**src/rtl/rfarb_pkg.sv**
```systemverilog
// rfarb_pkg: shared constants, the write-queue entry type and a small decode helper for the
// register-file write arbiter.
package rfarb_pkg;

    localparam int          RFARB_DEPTH    = 4;
    localparam logic [4:0]  RFARB_ZERO_REG = 5'd31;
    localparam int          RFARB_PTR_W    = $clog2(RFARB_DEPTH);
    localparam int          RFARB_CNT_W    = $clog2(RFARB_DEPTH + 1);

    // One queued register-file write.
    typedef struct packed {
        logic [4:0]  rd;
        logic [63:0] data;
    } rfarb_entry_t;

    // One-hot decode of a register index into a 32-bit mask.
    function automatic logic [31:0] rfarb_onehot(input logic [4:0] idx);
        logic [31:0] mask;
        mask      = '0;
        mask[idx] = 1'b1;
        return mask;
    endfunction

endpackage

```
**src/rtl/rfarb_fifo.sv**
```systemverilog
// rfarb_fifo: in-order write queue of {reg, data} entries with a per-register pending mask
// covering every entry currently held.
module rfarb_fifo
    import rfarb_pkg::*;
(
    input  logic                   i_clk,
    input  logic                   i_rst_n,
    input  logic                   i_push,
    input  rfarb_entry_t           i_entry,
    input  logic                   i_pop,
    output logic [RFARB_CNT_W-1:0] o_count,
    output rfarb_entry_t           o_head,
    output logic [31:0]            o_pending
);

    rfarb_entry_t            r_mem [RFARB_DEPTH];
    logic [RFARB_PTR_W-1:0]  r_wr_ptr;
    logic [RFARB_PTR_W-1:0]  r_rd_ptr;
    logic [RFARB_CNT_W-1:0]  r_count;
    logic                    w_pop;
    logic [RFARB_PTR_W-1:0]  w_off;

    // A pop on an empty queue is ignored so the count can never wrap.
    assign w_pop   = i_pop && (r_count != '0);
    assign o_count = r_count;
    assign o_head  = r_mem[r_rd_ptr];

    // Storage, pointers and occupancy; push and pop may happen in the same cycle.
    always_ff @(posedge i_clk or negedge i_rst_n) begin
        if (!i_rst_n) begin
            r_wr_ptr <= '0;
            r_rd_ptr <= '0;
            r_count  <= '0;
            for (int i = 0; i < RFARB_DEPTH; i++) begin
                r_mem[i] <= '0;
            end
        end else begin
            if (i_push) begin
                r_mem[r_wr_ptr] <= i_entry;
                r_wr_ptr        <= r_wr_ptr + 1'b1;
            end
            if (w_pop) begin
                r_rd_ptr <= r_rd_ptr + 1'b1;
            end
            r_count <= r_count + RFARB_CNT_W'(i_push) - RFARB_CNT_W'(w_pop);
        end
    end

    // Pending mask: OR of the decoded targets of all occupied slots, so duplicates keep the
    // bit set until the last one leaves.
    always_comb begin
        o_pending = '0;
        w_off     = '0;
        for (int i = 0; i < RFARB_DEPTH; i++) begin
            // Distance of slot i from the head; slot is occupied when that is below count.
            w_off = RFARB_PTR_W'(i) - r_rd_ptr;
            if ({1'b0, w_off} < r_count) begin
                o_pending = o_pending | rfarb_onehot(r_mem[i].rd);
            end
        end
    end

endmodule

```
**src/rtl/regfile_write_arbiter.sv**
```systemverilog
// regfile_write_arbiter: arbitrates execute and memory writeback write requests into a
// 4-entry in-order queue that drains to the register file write port.
// Build option: define RFARB_FIXED_PRIO_EN for strict Mem-over-Ex priority (no RR pointer).
module regfile_write_arbiter
    import rfarb_pkg::*;
(
    input  logic        Clk,
    input  logic        Rst_n,
    input  logic        ExValid,
    input  logic        MemValid,
    output logic        ExReady,
    output logic        MemReady,
    input  logic [4:0]  ExReg,
    input  logic [4:0]  MemReg,
    input  logic [63:0] ExData,
    input  logic [63:0] MemData,
    input  logic        Hold,
    output logic        WE,
    output logic [4:0]  WReg,
    output logic [63:0] Data,
    output logic [31:0] Pending
);

    logic [RFARB_CNT_W-1:0] w_count;
    rfarb_entry_t           w_head;
    rfarb_entry_t           w_push_entry;
    logic                   w_full;
    logic                   w_ex_grant;
    logic                   w_mem_grant;
    logic                   w_push;
    logic                   w_pop;

    // No pass-through when full: a pop this cycle does not free a slot for a push.
    assign w_full = (w_count == RFARB_CNT_W'(RFARB_DEPTH));

`ifdef RFARB_FIXED_PRIO_EN
    // Ready: Mem always wins; Ex only when Mem is idle.
    always_comb begin
        MemReady = Rst_n && !w_full;
        ExReady  = Rst_n && !w_full && !MemValid;
    end
`else
    localparam logic PTR_EX  = 1'b0;
    localparam logic PTR_MEM = 1'b1;

    logic r_ptr;

    // Ready: a port may proceed when the other is idle or the pointer favours it.
    always_comb begin
        MemReady = Rst_n && !w_full && ((r_ptr == PTR_MEM) || !ExValid);
        ExReady  = Rst_n && !w_full && ((r_ptr == PTR_EX) || !MemValid);
    end

    // Round-robin pointer: hand priority to the other port after every grant.
    always_ff @(posedge Clk or negedge Rst_n) begin
        if (!Rst_n) begin
            r_ptr <= PTR_MEM;
        end else if (w_mem_grant) begin
            r_ptr <= PTR_EX;
        end else if (w_ex_grant) begin
            r_ptr <= PTR_MEM;
        end
    end
`endif

    // Grant selection and queue push; writes to the zero register are accepted but dropped.
    always_comb begin
        w_mem_grant  = MemValid && MemReady;
        w_ex_grant   = ExValid && ExReady;
        w_push_entry = '0;
        if (w_mem_grant) begin
            w_push_entry.rd   = MemReg;
            w_push_entry.data = MemData;
        end else if (w_ex_grant) begin
            w_push_entry.rd   = ExReg;
            w_push_entry.data = ExData;
        end
        w_push = (w_mem_grant || w_ex_grant) && (w_push_entry.rd != RFARB_ZERO_REG);
    end

    // Write port: present the head whenever the queue is non-empty and the port is free.
    always_comb begin
        WE    = (w_count != '0) && !Hold;
        w_pop = WE;
        WReg  = '0;
        Data  = '0;
        if (w_count != '0) begin
            WReg = w_head.rd;
            Data = w_head.data;
        end
    end

    rfarb_fifo u_fifo (
        .i_clk     (Clk),
        .i_rst_n   (Rst_n),
        .i_push    (w_push),
        .i_entry   (w_push_entry),
        .i_pop     (w_pop),
        .o_count   (w_count),
        .o_head    (w_head),
        .o_pending (Pending)
    );

endmodule

```
**config.mk**
```make
export PLATFORM = sky130hd
export DESIGN_NAME = regfile_write_arbiter
export DESIGN_NICKNAME = d
export VERILOG_FILES = /design/src/rtl/rfarb_pkg.sv /design/src/rtl/rfarb_fifo.sv /design/src/rtl/regfile_write_arbiter.sv
export SDC_FILE = /design/constraint.sdc
export NUM_CORES = 1
export LEC_CHECK = 0
export ABC_CLOCK_PERIOD_IN_PS = 4500
export CORE_MARGIN = 8
export CORE_UTILIZATION = 55
export DETAILED_ROUTE_END_ITERATION = 7
export GPL_ROUTABILITY_DRIVEN = 0
export PLACE_DENSITY_LB_ADDON = 0.12
export RECOVER_POWER = 25
export SLEW_MARGIN = 30
export SYNTH_ARGS = -nofsm -noshare
export SYNTH_HDL_FRONTEND = slang
export SYNTH_SLANG_ARGS = --single-unit
export TNS_END_PERCENT = 30
```
**constraint.sdc**
```tcl
create_clock -name Clk -period 4.5 [get_ports Clk]
set_input_delay 0.45 -clock Clk [delete_from_list [all_inputs] [get_ports Clk]]
set_output_delay 0.45 -clock Clk [all_outputs]
set_load 0.02 [all_outputs]
```
# Word level (Yosys, flattened, before mapping)
# Cells that the tools add are included.
[op_classes] add_sub_neg=8 mul=0 div_mod_pow=0 magnitude_cmp=15 eq_ne=2 shifts=0 muxes=24 bitwise_logic=6 reduce_logical=22
[op_table] cell="$mux W69" count=5
[op_table] cell="$bwmux W276" count=1
[op_table] cell="$bmux W69 S2" count=1
[op_table] cell="$demux W69 S2" count=1
[op_table] cell="$mux W32" count=4
[op_table] cell="$or A32 B32 Y32" count=3
[op_table] cell="$mux W64" count=1
[op_table] cell="$lt A5 B6 Y1 const B" count=4
[op_table] cell="$demux W1 S5" count=4
[op_table] cell="$ge A5 B1 Y1 const B" count=4
[op_table] cell="$logic_and A1 B1 Y1" count=13
[op_table] cell="$lt A2 B3 Y1" count=4
[op_table] cell="$ge A3 B3 Y1 const B" count=2
[op_table] cell="$mux W1" count=6
[op_table] cell="$not A2 Y3" count=2
[op_table] cell="$mux W5" count=1
[op_table] cell="$ne A5 B5 Y1 const B" count=1
[op_table] cell="$add A2 B1 Y2 const B" count=2
[op_table] cell="$logic_not A1 Y1" count=4
[op_table] cell="$sub A1 B2 Y2 const A" count=2
[op_table] cell="$sub A2 B2 Y2 const A" count=2
[op_table] cell="$add A3 B1 Y3" count=1
[op_table] cell="$eq A3 B3 Y1 const B" count=1
[op_table] cell="$logic_or A1 B1 Y1" count=3
[op_table] cell="other kinds (5)" count=5
[totals] register_bits=284 latchBits=0 ram_bits=0 romBits=0 in_bits=143 output_inout_bits=104 elab_cells=89 mem_count=0

# Logic depth before layout (Yosys ltp)
# Gate-level depths: netlist (run 1).
[logic_depth] ltp_word=11 depth_mapped=10 depth_no_buf=9

# By module
# A second synthesis (run 1) with hierarchy kept.
[hier_totals] hier_cells=1091 area_unflattened_um2=14873.0
[by_module_without_submodules] mod="rfarb_fifo" instances=1 cells_per_inst=909 area_per_inst_um2=13579.3 seq_area_each_um2=7081.8
[by_module_without_submodules] mod="regfile_write_arbiter" instances=1 cells_per_inst=182 area_per_inst_um2=1293.7 seq_area_each_um2=26.3

# Worst setup path before layout (run 1)
# No wires, ideal clock.
[synth_path] kind="reg2out" start="reg u_fifo.r_rd_ptr[0]" end="out Pending[0]" t_arrival_ps=2731 required_time_ps=4050 setup_slack_ps=1319 path_stages_with_launch=10 path_buffers=2 path_cell_list="dfrtp_1 -> clkbuf_1 -> buf_1 -> xnor2_1 -> inv_1 -> ha_1 -> a21o_1 -> a21oi_1 -> nand2_1 -> o221ai_1"
[synth_via] elab_chain_len=9 word_cells_on_any_way=15 cone_classes="4 x add/sub; 4 x order compare; 4 x mux; 3 x bitwise"
[synth_rtl] item="start: declaration" line="rfarb_fifo.sv:18" text="logic [RFARB_PTR_W-1:0] r_rd_ptr;"
[synth_rtl] item="start signal: assignment" line="rfarb_fifo.sv:43" text="r_rd_ptr <= r_rd_ptr + 1'b1;"
[synth_rtl] item="$sub A1 B2 Y2" line="rfarb_fifo.sv:56" text="w_off = RFARB_PTR_W'(i) - r_rd_ptr;"
[synth_rtl] item="$lt A2 B3 Y1" line="rfarb_fifo.sv:57" text="if ({1'b0, w_off} < r_count) begin"
[synth_rtl] item="$mux W32" line="rfarb_fifo.sv:57"
[synth_rtl] item="$or A32 B32 Y32" line="rfarb_fifo.sv:58" text="o_pending = o_pending | rfarb_onehot(r_mem[i].rd);"
[synth_rtl] item="$mux W32" line="rfarb_fifo.sv:57"
[synth_rtl] item="$or A32 B32 Y32" line="rfarb_fifo.sv:58"
[synth_rtl] item="$mux W32" line="rfarb_fifo.sv:57"
[synth_rtl] item="$or A32 B32 Y32" line="rfarb_fifo.sv:58"
[synth_rtl] item="$mux W32 *" line="rfarb_fifo.sv:57"
[synth_rtl] item="end: declaration" line="regfile_write_arbiter.sv:21" text="output logic [31:0] Pending"
# Mark *: on every way between the ends. The rest lies on a longest branch, timed or not.

# Worst setup path after layout (run 1)
[layout_path] start="reg u_fifo.r_rd_ptr[0]" end="out Pending[1]"
# Same word-level chain as after synthesis.

==> results of run 1 <==
-- area by class of cell --
| cell class | count | area (um^2) |
|---|---|---|
| multi-input cells | 782 | 7560 |
| inverters | 27 | 101 |
| clock inverters | 11 | 166 |
| well taps | 346 | 433 |
| flip-flops and latches | 284 | 7120 |
| clock buffers | 45 | 917 |
| fillers | 2034 | 8490 |
| repair buffers | 269 | 2690 |
-- cells by family after synthesis --
logic type,count (synthesis),synth area share
buf+inv,110,0.0356
flops,284,0.467
simple gates,253,0.0813
compound gates,186,0.0942
mux,326,0.308
fa+ha+maj,11,0.00955
xor+xnor,6,0.00346
-- Yosys cell counts, types with 7 or more instances --
master | instances | area, um^2
sky130_fd_sc_hd__buf_1 | 12 | 45.0
sky130_fd_sc_hd__mux2_4 | 64 | 961
sky130_fd_sc_hd__mux4_2 | 69 | 1550
sky130_fd_sc_hd__ha_1 | 10 | 125
sky130_fd_sc_hd__a21oi_1 | 10 | 50.1
sky130_fd_sc_hd__buf_6 | 12 | 135
sky130_fd_sc_hd__nor2_1 | 92 | 345
sky130_fd_sc_hd__inv_1 | 26 | 97.6
sky130_fd_sc_hd__o21ai_0 | 10 | 50.1
sky130_fd_sc_hd__nor3_1 | 12 | 60.1
sky130_fd_sc_hd__a221o_1 | 12 | 120
sky130_fd_sc_hd__o211ai_1 | 9 | 67.6
sky130_fd_sc_hd__buf_2 | 31 | 155
sky130_fd_sc_hd__nor2b_1 | 74 | 463
sky130_fd_sc_hd__nand2_1 | 41 | 154
sky130_fd_sc_hd__a22oi_1 | 74 | 556
sky130_fd_sc_hd__o221ai_1 | 7 | 61.3
sky130_fd_sc_hd__nand3_1 | 13 | 65.1
sky130_fd_sc_hd__mux2_2 | 193 | 2170
sky130_fd_sc_hd__dfrtp_1 | 283 | 7080
sky130_fd_sc_hd__clkbuf_1 | 28 | 105
sky130_fd_sc_hd__o22ai_1 | 28 | 175
-- layer usage --
| layer | vias up | global-route usage |
|---|---|---|
| met5 | - | 0 |
| met4 | 0 | 0.0515 |
| met3 | 83 | 0.0485 |
| met2 | 450 | 0.392 |
| met1 | 5522 | 0.325 |
| li1 | 4800 | - |
-- registers in the layout, summed over array words and instances (netlist names) --
register	count
u_fifo.r_wr_ptr	2
u_fifo.r_rd_ptr	2
r_ptr	1
u_fifo.r_mem	276
u_fifo.o_count	3
-- metrics by stage --
stage	instances	hold slack [ns]	utilization	worst slack, ns
floorplan	1176	0.154	-	1.32
global placement	1706	0.413	0.651	1.10
detailed placement	1706	0.414	0.651	1.04
CTS	1763	0.414	0.690	0.462
global route	1764	0.442	0.691	0.215
finish	1764	0.422	0.691	0.432
-- how the worst max path moves through the flow --
stage / endpoint / start / cells after the start / slack [ns]
2_1_floorplan: Pending[0] / u_fifo.r_rd_ptr[0] / 9 / 1.32
3_3_place_gp: Pending[9] / u_fifo.r_rd_ptr[0] / 8 / 1.10
3_5_place_dp: Pending[1] / u_fifo.r_rd_ptr[0] / 8 / 1.04
4_1_cts: Pending[1] / u_fifo.r_rd_ptr[0] / 8 / 0.46
5_1_grt: Pending[2] / u_fifo.r_rd_ptr[0] / 7 / 0.21
6_report: Pending[1] / u_fifo.r_rd_ptr[0] / 8 / 0.43
-- power groups by stage --
stage               logic [mW]  clock network, mW  registers [mW]
finish                    6.59               2.61            4.13
floorplan                 4.55                  0            3.85
global route              7.03               2.77            4.26
CTS                       6.60               2.67            4.12
detailed placement        6.57                  0            4.15
global placement          6.50                  0            4.10
==> results.txt, run 1 <==
The synthesized area per cell is 12.9 um^2. For this run, the slowest stage of the critical path takes 0.64 ns. The first-pass detailed-route iteration total is 8.

The final worst-path cycle share came out at 0.904. The global-route usage over all layers came out at 0.239. The proportion of synthesized flip-flops having asynchronous set or reset came out at 1.00.

The library cell used most frequently in the layout, excluding fill and tap cells, is sky130_fd_sc_hd__dfrtp_1. The net switching component of the power came out at 4.97 mW. The number of buffer and inverter instances along the worst setup path came out at 2. The path depth of the worst reg2reg path is 6. After layout, the minimum clock period comes to 4.07 ns. The length of routed met3 wiring came out at 2.78 mm. The die footprint came out at 33200 um^2. The setup total negative slack is 0 ns. The critical path in this run is classified as flip-flop to output pin.

The number of levels the H-tree was split into is 1. The post-synthesis sequential element count came out at 284. Of the total power, combinational logic draws 0.494. The number of synthesized flops with an enable pin came out at 0.

The tool flagged a number of max-cap violations equal to 1. Data on the critical path arrives at its endpoint at 3.62 ns. The total power after layout is 13.3 mW. The count of pins over their slew limit came out at 81.

In this run the critical register-to-register path is captured at u_fifo.r_mem[184]. The number of nets with antenna violations after detailed routing is 0. The worst-case vdd ir drop came out at 0.000388 V. The total nets after synthesis is 1330. The area growth from synthesis to layout came out at 24.9%.

The final hold violation count came out at 0. The area of the core came out at 27500 um^2. The later-pin clock latency in the skew report came out at 0.56 ns. The checks that failed: design-rule violations, max-capacitance violations, max-slew violations.

Once the clock tree was built, the setup fixing pass inserted 0 buffers. The internal power summed over all cells came out at 8.35 mW. The power density normalized to cell area came out at 702 nW/um^2. The total length of routed wires came out at 39.7 mm. The clock network fraction of total power is 0.196.

The final net count came out at 1548. The die outline height came out at 182 um. The sum of net half-perimeters after detailed placement came out at 26.1 mm. The number of antenna violations at the first check in global routing came to 0.

In this run the static leakage power is 8.29 nW. The signal on the critical path passes through xnor2_1, inv_1, ha_1, a21o_1, a21oi_1, nand2_1, o221ai_1, clkdlybuf4s50_1. The initial core utilization came out at 0.553.

The run finished, with violations left. The post-synthesis cell area is 15200 um^2. The overflow left after global routing came out at 0.

STA classifies the critical path startpoint as a flip-flop. TritonCTS built the clock tree. In the final layout, the share of cells above drive strength 1 is 0.295. Of the total power, the share spent switching nets is 0.373. The largest net degree at the start of global routing is 163.

After detailed routing, the number of vias per cell comes to 6.15. The library cells used most frequently in the layout, excluding fill and tap cells, are 281 x sky130_fd_sc_hd__dfrtp_1, 245 x sky130_fd_sc_hd__clkdlybuf4s50_1, 193 x sky130_fd_sc_hd__mux2_2, 92 x sky130_fd_sc_hd__nor2_1. The count of mapped cells out of synthesis is 1176. For the worst setup path, the data required time is 4.05 ns. The cell area after placement is 17900 um^2. The cell at the slowest stage of the critical path is sky130_fd_sc_hd__a21oi_1. Setup slack on the worst reg-to-reg path comes out at 1.77 ns.

The mean routed wirelength per cell came out at 22.5 um. The detailed router's first-iteration violation count came out at 1108. The most used flip-flop cell after synthesis is sky130_fd_sc_hd__dfrtp_1.

The number of global-route vias before repair came out at 11700. The portion of the post-synthesis area used by sequential elements is 0.467. The design area is 19000 um^2. The pin slew with the least headroom to its limit came out at 2.13 ns. The number of buffers inserted by hold repair at cts is 1. The worst register-to-register path begins at u_fifo.o_count[2]. The cell chosen for the clock root is sky130_fd_sc_hd__clkbuf_16. The detailed router placed 10900 vias in this run.

The count of buffers inserted at the top-level ports came out at 246. Measured against its own limit, the worst slew margin works out to -0.422. The number of library cell types mapped by synthesis came out at 53. The count of antenna diodes in the layout came out at 0. The clock net in this run drives a total of 284 sinks. Pin placement for this block handled 247 I/O pins. The first global-routing pass estimated 64.7 mm of wire.

In this run, CTS created clock tree buffers numbering 30. The x dimension of the die is 182 um. The maximum buffer depth of the clock tree is 3.

Setup repair after global routing left no endpoint under its margin. The routed metal-1 wirelength came out at 17.1 mm. The synthesis warning total came out at 0. Setup violations remaining at the end of the flow were counted as 0.

Of all nets on the critical path, the largest fanout is 16. The routed design uses 19.0 mm of met2 wire. Row generation in the floorplan step produced 61 rows. The nature of the critical path endpoint is an output pin.

The cell family contributing the most delay on the critical path is compound AO/OA/AOI/OAI gates. On the final layout, the worst clock skew is 0.0263 ns. In this run, post-CTS repair resized a total of 0 instances.

Static timing analysis puts the maximum clock frequency at 246 MHz. The sequential cell fraction of total power came out at 0.310. Signal routing reaches up to met4. The type of the tightest min-delay check is input pin to async pin. The count of unresolved DRC violations after routing came out at 4. Clock-pin slew was measured on the worst setup and hold paths at 0.06 ns.
Power figures use the tool's default switching activity.
==> run 2, diff against run 1 <==
PLACE_DENSITY = 0.88   (was not set)
PLACE_DENSITY_LB_ADDON = not set   (was 0.12)
==> run 2 against run 1 <==
The run still ends with design-rule violations, max-capacitance violations, max-slew violations left. Clock-buffer cell count rose by 1. Global-route usage rose by 0.35 points. Critical path depth rose by 1. Via count rose by 2.1%. Non-clock buffer count fell by 2. Sequential power barely moved. Die area did not move. Clock power barely moved. Hold slack improved by 0.076 ns. Critical endpoint is now Pending[22]. Largest cell class unchanged.
==> results.txt, run 2 (same netlist as run 1, synthesis figures left out) <==
The worst hold path cell count came out at 1. The final net count came out at 1547 (-0.065%). The internal power summed over all cells is 8.38 mW (+0.30%).

The post-route clock skew was 0.0204 ns (-0.00587 ns). The detailed router's first-iteration violation count was 1149 (+3.7%). The max capacitance violation total came out at 2 (+1). The number of clock buffers inserted by TritonCTS is 31 (+3.3%). The sum of net half-perimeters after detailed placement is 26.7 mm (+2.4%). The top fanout value on the critical path is 37 (+21). The arrival time at the worst endpoint is 3.81 ns (+0.19 ns). The final worst-path cycle share came to 0.946 (+0.0418). The final hold violation count came out at 0 (unchanged). The checks that failed: design-rule violations, max-capacitance violations, max-slew violations. The power density normalized to cell area is 708 nW/um^2 (+0.83%). The pre-CTS setup slack came out at 0.875 ns (-0.160 ns). The via count came to 11100 (+2.1%). The sequential cell fraction of total power came to 0.309 (about the same). The cell at the slowest stage of the critical path is sky130_fd_sc_hd__clkdlybuf4s50_1. The number of inserted filler cells in the final layout came out at 1923 (-5.5%). The number of flip-flops in the largest register came to 276 (unchanged). The net switching component of the power was 5.03 mW (+1.2%). The first-pass GRT wire length was 65.5 mm (+1.3%). The first-pass detailed-route iteration total came out at 8 (unchanged). The worst-case hold path end point is u_fifo.r_mem[126].

The minimum clock period after layout is 4.26 ns (+0.188 ns). The number of nets with antenna violations after detailed routing came out at 0 (unchanged). The count of antenna diodes in the layout came to 0 (unchanged). The die outline height came to 182 um (unchanged). The final critical-path setup slack is 0.244 ns (-0.188 ns). Setup repair after global routing left no endpoint under its margin.

The cell family contributing the most delay on the critical path is buffers and inverters. TritonCTS built the clock tree. In this run the most critical hold path is launched from u_fifo.r_mem[126].

The number of setup violations in the final report came out at 0 (unchanged). The largest net degree at the start of global routing is 80 (-51%). The later-pin clock latency in the skew report came out at 0.56 ns (about the same). The initial core utilization is 0.553 (unchanged). The setup total negative slack is 0 ns (unchanged).

In this run the clock root is driven by a sky130_fd_sc_hd__clkbuf_16. The end of the worst register-to-register path is u_fifo.o_count[2]. The mean routed wirelength per cell came out at 23.0 um (+2.0%).

In the layout the commonest cells are 281 x sky130_fd_sc_hd__dfrtp_1, 245 x sky130_fd_sc_hd__clkdlybuf4s50_1, 193 x sky130_fd_sc_hd__mux2_2, 92 x sky130_fd_sc_hd__nor2_1. The pin slew with the least headroom to its limit is 1.89 ns (-0.244 ns). The remaining max-slew budget at the tightest pin came out at -0.259 (+0.163).

The standard-cell row count is 61 (unchanged). The number of levels the H-tree was split into came out at 1 (unchanged). The worst-case vdd ir drop was 0.000409 V (+5.4%). The count of pins over their slew limit is 158 (+95%). The nature of the critical path endpoint is an output pin. The slack of the worst reg-to-reg path came out at 1.65 ns (-0.12 ns).

The number of global-route vias before repair came out at 12000 (+3.2%). The count of unresolved DRC violations after routing is 21 (+17). The critical path in this run is classified as flip-flop to output pin. Traced cell by cell, the critical path runs through buf_4, inv_1, ha_1, a21oi_1, o21ai_0, nand2_1, o32ai_1, a221o_1, clkdlybuf4s50_1. The longest individual stage delay on the worst path is 0.61 ns (-0.03 ns). The detailed-route vias per instance is 6.28 (+2.1%). The kind of launch point of the worst setup path is a flip-flop.

The required time of the worst setup path is 4.05 ns (about the same). The share of cells above drive strength 1 came out at 0.295 (unchanged). The global-route usage over all layers is 0.242 (+0.00347).

The die footprint came to 33200 um^2 (unchanged). The total power after layout came out at 13.4 mW (+0.62%). The peak clock frequency supported by timing came to 235 MHz (-4.4%). The register with the highest flop count is u_fifo.r_mem. The clock network fraction of total power came to 0.196 (about the same). The area of the core came out at 27500 um^2 (unchanged). The total I/O pin count was 247 (unchanged).

The number of sinks on the clock net is 284 (unchanged). The combinational share of power came out at 0.494 (about the same). The total setup buffers inserted after CTS is 0 (unchanged). The flow ran to the end, but the final reports show violations.

In this run the critical register-to-register path is launched from u_fifo.o_count[2]. The count of buffers inserted at the top-level ports came to 246 (unchanged). The switching power share of the total is 0.375 (+0.00201).

The path depth of the worst reg2reg path came to 9 (+3). The number of antenna violations at the first check in global routing is 0 (unchanged). In this run the worst hold path is classified as flip-flop to flip-flop. The static leakage is 8.28 nW (-0.20%). The x dimension of the die came out at 182 um (unchanged). The maximum buffer depth of the clock tree is 3 (unchanged). The total length of routed wires came out at 40.5 mm (+2.0%).

Leaving out fill and tap cells, the most frequent cell in the layout is sky130_fd_sc_hd__dfrtp_1. The area growth from synthesis to layout is 24.6%. The number of buffer and inverter instances along the worst setup path is 3 (+1). The overflow left after global routing came out at 0 (unchanged). The clock transition time at the flip-flop clock pins of the worst setup and hold paths came out at 0.06 ns (about the same).
==> run 2: changes by cell type in the layout (fill, tap and decap cells not counted), sizes merged <==
cell / delta
clkinvlp: +1
clkinv: -1
buf: -3
clkbuf: +2
inv: +1
==> run 2: stage by stage <==
stage	utilization	std cells	hold WS (ns)	area, um^2
floorplan	-	1176	0.154	15200
global placement	0.650	1705	0.437	17900
detailed placement	0.650	1705	0.445	17900
CTS	0.690	1764	0.504	19000
global route	0.690	1764	0.515	18900
finish	0.690	1764	0.499	18900
==> run 2: worst max path at each step <==
stage / start / to / slack (ns) / cells past startpoint
6_report: u_fifo.r_rd_ptr[1] / Pending[22] / 0.24 / 9
3_3_place_gp: u_fifo.r_rd_ptr[0] / Data[4] / 0.93 / 5
3_5_place_dp: u_fifo.r_rd_ptr[1] / Pending[22] / 0.88 / 9
2_1_floorplan: u_fifo.r_rd_ptr[0] / Pending[0] / 1.32 / 9
4_1_cts: u_fifo.r_rd_ptr[1] / Pending[22] / 0.28 / 9
5_1_grt: u_fifo.r_rd_ptr[1] / Pending[22] / 0.07 / 9
==> run 2: power by group through the flow <==
stage	Sequential [mW]	Clock (mW)	Combinational, mW
CTS	4.12	2.67	6.65
detailed placement	4.14	0	6.60
global placement	4.08	0	6.46
global route	4.25	2.78	7.05
finish	4.15	2.63	6.63
floorplan	3.85	0	4.55
==> run 2: area by class of cell <==
class	instances	area [um^2]	share of cell area
inverters	27	101	0.00535
clock inverters	12	145	0.00766
multi-input cells	782	7560	0.399
well taps	346	433	0.0228
flip-flops and latches	284	7120	0.376
clock buffers	46	942	0.0497
repair buffers	267	2650	0.140
==> run 2: per-layer routing <==
layer	up-vias	track usage	part of all wire
li1	4815	-	-
met1	5583	0.304	0.40
met2	557	0.415	0.49
met3	125	0.0475	0.074
met4	0	0.0843	0.035
met5	-	0	0
==> run 2: repair_timing <==
action	CTS	global route
hold endpoints to repair	64	0
gates resized for setup	0	0
hold buffers	1	0
==> run 3, diff against run 2 <==
ABC_CLOCK_PERIOD_IN_PS = 5200   (was 4500)
CORE_ASPECT_RATIO = 0.5   (was not set)
CTS_CLUSTER_SIZE = 10   (was not set)
clock period = 5.2 ns   (was 4.5 ns; I/O delays follow)
==> run 3 against run 2 <==
Hold slack is essentially flat. The flow still finishes with violations (design-rule violations, max-capacitance violations, max-slew violations). Highest routed layer unchanged. Clock skew decreased by 0.0055 ns. Sequential power is 11% lower. Register-to-register slack worse by 1.0 ns. Clock-buffer cell count shrank 5.
==> results.txt, run 3 (same netlist as run 1, synthesis figures left out) <==
The flow ran to the end, but the final reports show violations. The checks that failed: design-rule violations, max-capacitance violations, max-slew violations. The required time of the worst setup path is 5.57 ns (+1.52 ns). The number of global-route vias before repair came out at 12600 (+4.5%). STA classifies the critical path startpoint as a flip-flop.

The net switching component of the power came out at 4.51 mW (-10%). The number of levels the H-tree was split into came out at 2 (+1). The longest individual stage delay on the worst path came out at 1.54 ns (+0.93 ns). The static leakage is 8.17 nW (-1.3%).

The area growth from synthesis to layout came out at 23.5%. The minimum clock period after layout is 4.56 ns. The combinational share of power is 0.502 (+0.008). The switching power share of the total came to 0.390 (+0.0148).

The global-route usage over all layers is 0.257 (+0.0146). The number of sinks on the clock net came out at 284 (unchanged). The max capacitance violation total was 2 (unchanged). The via count came to 11500 (+4.2%). The total setup buffers inserted after CTS came to 0 (unchanged).

The pin slew with the least headroom to its limit came out at 2.12 ns (+0.234 ns). The share of cells above drive strength 1 came to 0.284 (-0.0104). The count of unresolved DRC violations after routing is 165 (+690%).

The first-pass detailed-route iteration total is 8 (unchanged). The mean routed wirelength per cell is 25.1 um (+9.4%). The total I/O pin count is 247 (unchanged). The clock network fraction of total power came out at 0.178 (-0.018). The area of the core is 27400 um^2 (-0.14%). The count of antenna diodes in the layout came out at 0 (unchanged). The x dimension of the die is 251 um (+38%).

The maximum buffer depth of the clock tree came out at 3 (unchanged). The worst-case vdd ir drop is 0.000305 V (-26%). The first-pass GRT wire length is 69.6 mm (+6.1%). The detailed router's first-iteration violation count is 1418 (+23%). The number of nets with antenna violations after detailed routing came out at 0 (unchanged). The worst setup path is captured at a flip-flop. The clock transition time at the flip-flop clock pins of the worst setup and hold paths is 0.05 ns (about the same). The number of clock buffers inserted by TritonCTS is 34 (+9.7%). The die outline height came out at 134 um (-27%). The pre-CTS setup slack is 1.42 ns (+0.547 ns). The total length of routed wires is 44.3 mm (+9.3%).

The setup total negative slack came to 0 ns (unchanged). The overflow left after global routing came out at 0 (unchanged). The post-route clock skew is 0.0149 ns (-0.00547 ns). The largest delay contributor family on the critical path is buffers and inverters. Setup repair after global routing left no endpoint under its margin.

The top fanout value on the critical path came out at 48 (+30%). The internal power summed over all cells came out at 7.05 mW (-16%). The peak clock frequency supported by timing is 219 MHz. The cell chosen for the clock root is sky130_fd_sc_hd__clkbuf_16. The die footprint is 33500 um^2 (+0.97%). Walking the worst path, the cells encountered are inv_2, o31ai_4, clkbuf_1, nor2_4, a21oi_4, buf_12, mux2_2.

The remaining max-slew budget at the tightest pin came out at -0.416 (-0.156). The later-pin clock latency in the skew report is 0.50 ns (-0.06 ns). Leaving out fill and tap cells, the most frequent cell in the layout is sky130_fd_sc_hd__dfrtp_1. The setup path with the least slack is of type flip-flop to flip-flop.

The sum of net half-perimeters after detailed placement was 28.8 mm (+8.1%). The number of antenna violations at the first check in global routing is 0 (unchanged). Counting flops per register, the top entry is u_fifo.r_mem. The number of setup violations in the final report came out at 0 (unchanged). The standard-cell row count is 43 (-30%). The count of pins over their slew limit is 118 (-25%). The number of buffer and inverter instances along the worst setup path came out at 3 (unchanged). The number of flip-flops in the largest register came out at 276 (unchanged).

The final critical-path setup slack came to 0.641 ns (+0.397 ns). TritonCTS built the clock tree. The power density normalized to cell area is 616 nW/um^2 (-13%). The final hold violation count was 0 (unchanged). The initial core utilization came to 0.554 (+0.000757). Leaving out fill and tap cells, the most frequent cells in the layout are 281 x sky130_fd_sc_hd__dfrtp_1, 245 x sky130_fd_sc_hd__clkdlybuf4s50_1, 193 x sky130_fd_sc_hd__mux2_2, 92 x sky130_fd_sc_hd__nor2_1. The count of buffers inserted at the top-level ports is 246 (unchanged).

The worst hold path belongs to the class flip-flop to flip-flop. The arrival time at the worst endpoint is 4.93 ns (+1.12 ns). The final net count came out at 1550 (+0.19%). The cell at the slowest stage of the critical path is sky130_fd_sc_hd__clkbuf_1. The final worst-path cycle share is 0.877. The largest net degree at the start of global routing is 81 (+1.3%). The detailed-route vias per instance is 6.55 (+4.3%). The sequential cell fraction of total power is 0.320 (+0.011).
==> run 3: final timing paths <==
| check | slack, ns | startpoint | depth (start not counted) | endpoint |
|---|---|---|---|---|
| setup / recovery | 0.64 | u_fifo.o_count[2] | 7 | u_fifo.r_mem[103] |
| hold / removal | 0.50 | u_fifo.r_mem[93] | 1 | u_fifo.r_mem[93] |
| setup reg to reg | 0.64 | u_fifo.o_count[2] | 7 | u_fifo.r_mem[103] |
| hold reg to reg | 0.50 | u_fifo.r_mem[93] | 1 | u_fifo.r_mem[93] |
| max in group asynchronous | 1.82 | Rst_n | 4 | u_fifo.r_mem[184] |
| min in group asynchronous | 0.53 | Rst_n | 2 | u_fifo.r_mem[109] |
==> run 3: worst reg2reg max path, cell delays in order, from the launching register on <==
cell                       delay [ns]
sky130_fd_sc_hd__dfrtp_1         0.51
sky130_fd_sc_hd__inv_2           0.19
sky130_fd_sc_hd__o31ai_4         0.30
sky130_fd_sc_hd__clkbuf_1        1.54
sky130_fd_sc_hd__nor2_4          0.24
sky130_fd_sc_hd__a21oi_4         0.83
sky130_fd_sc_hd__buf_12          0.41
sky130_fd_sc_hd__mux2_2          0.43
==> run 3: metal layers <==
layer	global-route usage	share of wire	up-vias
li1	-	-	4800
met1	0.303	0.37	5905
met2	0.450	0.52	603
met3	0.0488	0.064	241
met4	0.126	0.054	0
met5	0	0	-
==> run 3: what timing repair did <==
item | in CTS | in global routing
resized for setup | 0 | 0
hold endpoints to repair | 51 | 0
hold buffers | 1 | 0
==> run 3: power groups by stage <==
stage,logic (mW),clock network (mW),registers [mW]
2_1_floorplan,3.94,0,3.33
6_report,5.81,2.06,3.70
3_5_place_dp,5.69,0,3.66
5_1_grt,6.08,2.17,3.76
3_3_place_gp,5.52,0,3.59
4_1_cts,5.75,2.08,3.66
==> run 3: stage by stage <==
step                total power, mW  area (um^2)  hold WS, ns  cells  utilization
detailed placement             9.35        17900        0.469   1719        0.651
global route                   12.0        18800        0.516   1763        0.684
finish                         11.6        18800        0.499   1763        0.684
floorplan                      7.27        15200        0.224   1176            -
CTS                            11.5        18800        0.502   1763        0.685
global placement               9.11        17900        0.455   1719        0.651
==> run 3: cell type report <==
class	instances	area (um^2)
clock buffer	41	898
clock inverter	2	16.3
fill	1772	8660
inverter	27	101
multi-input combinational	782	7560
sequential	284	7120
tap	360	450
timing repair buffer	267	2640
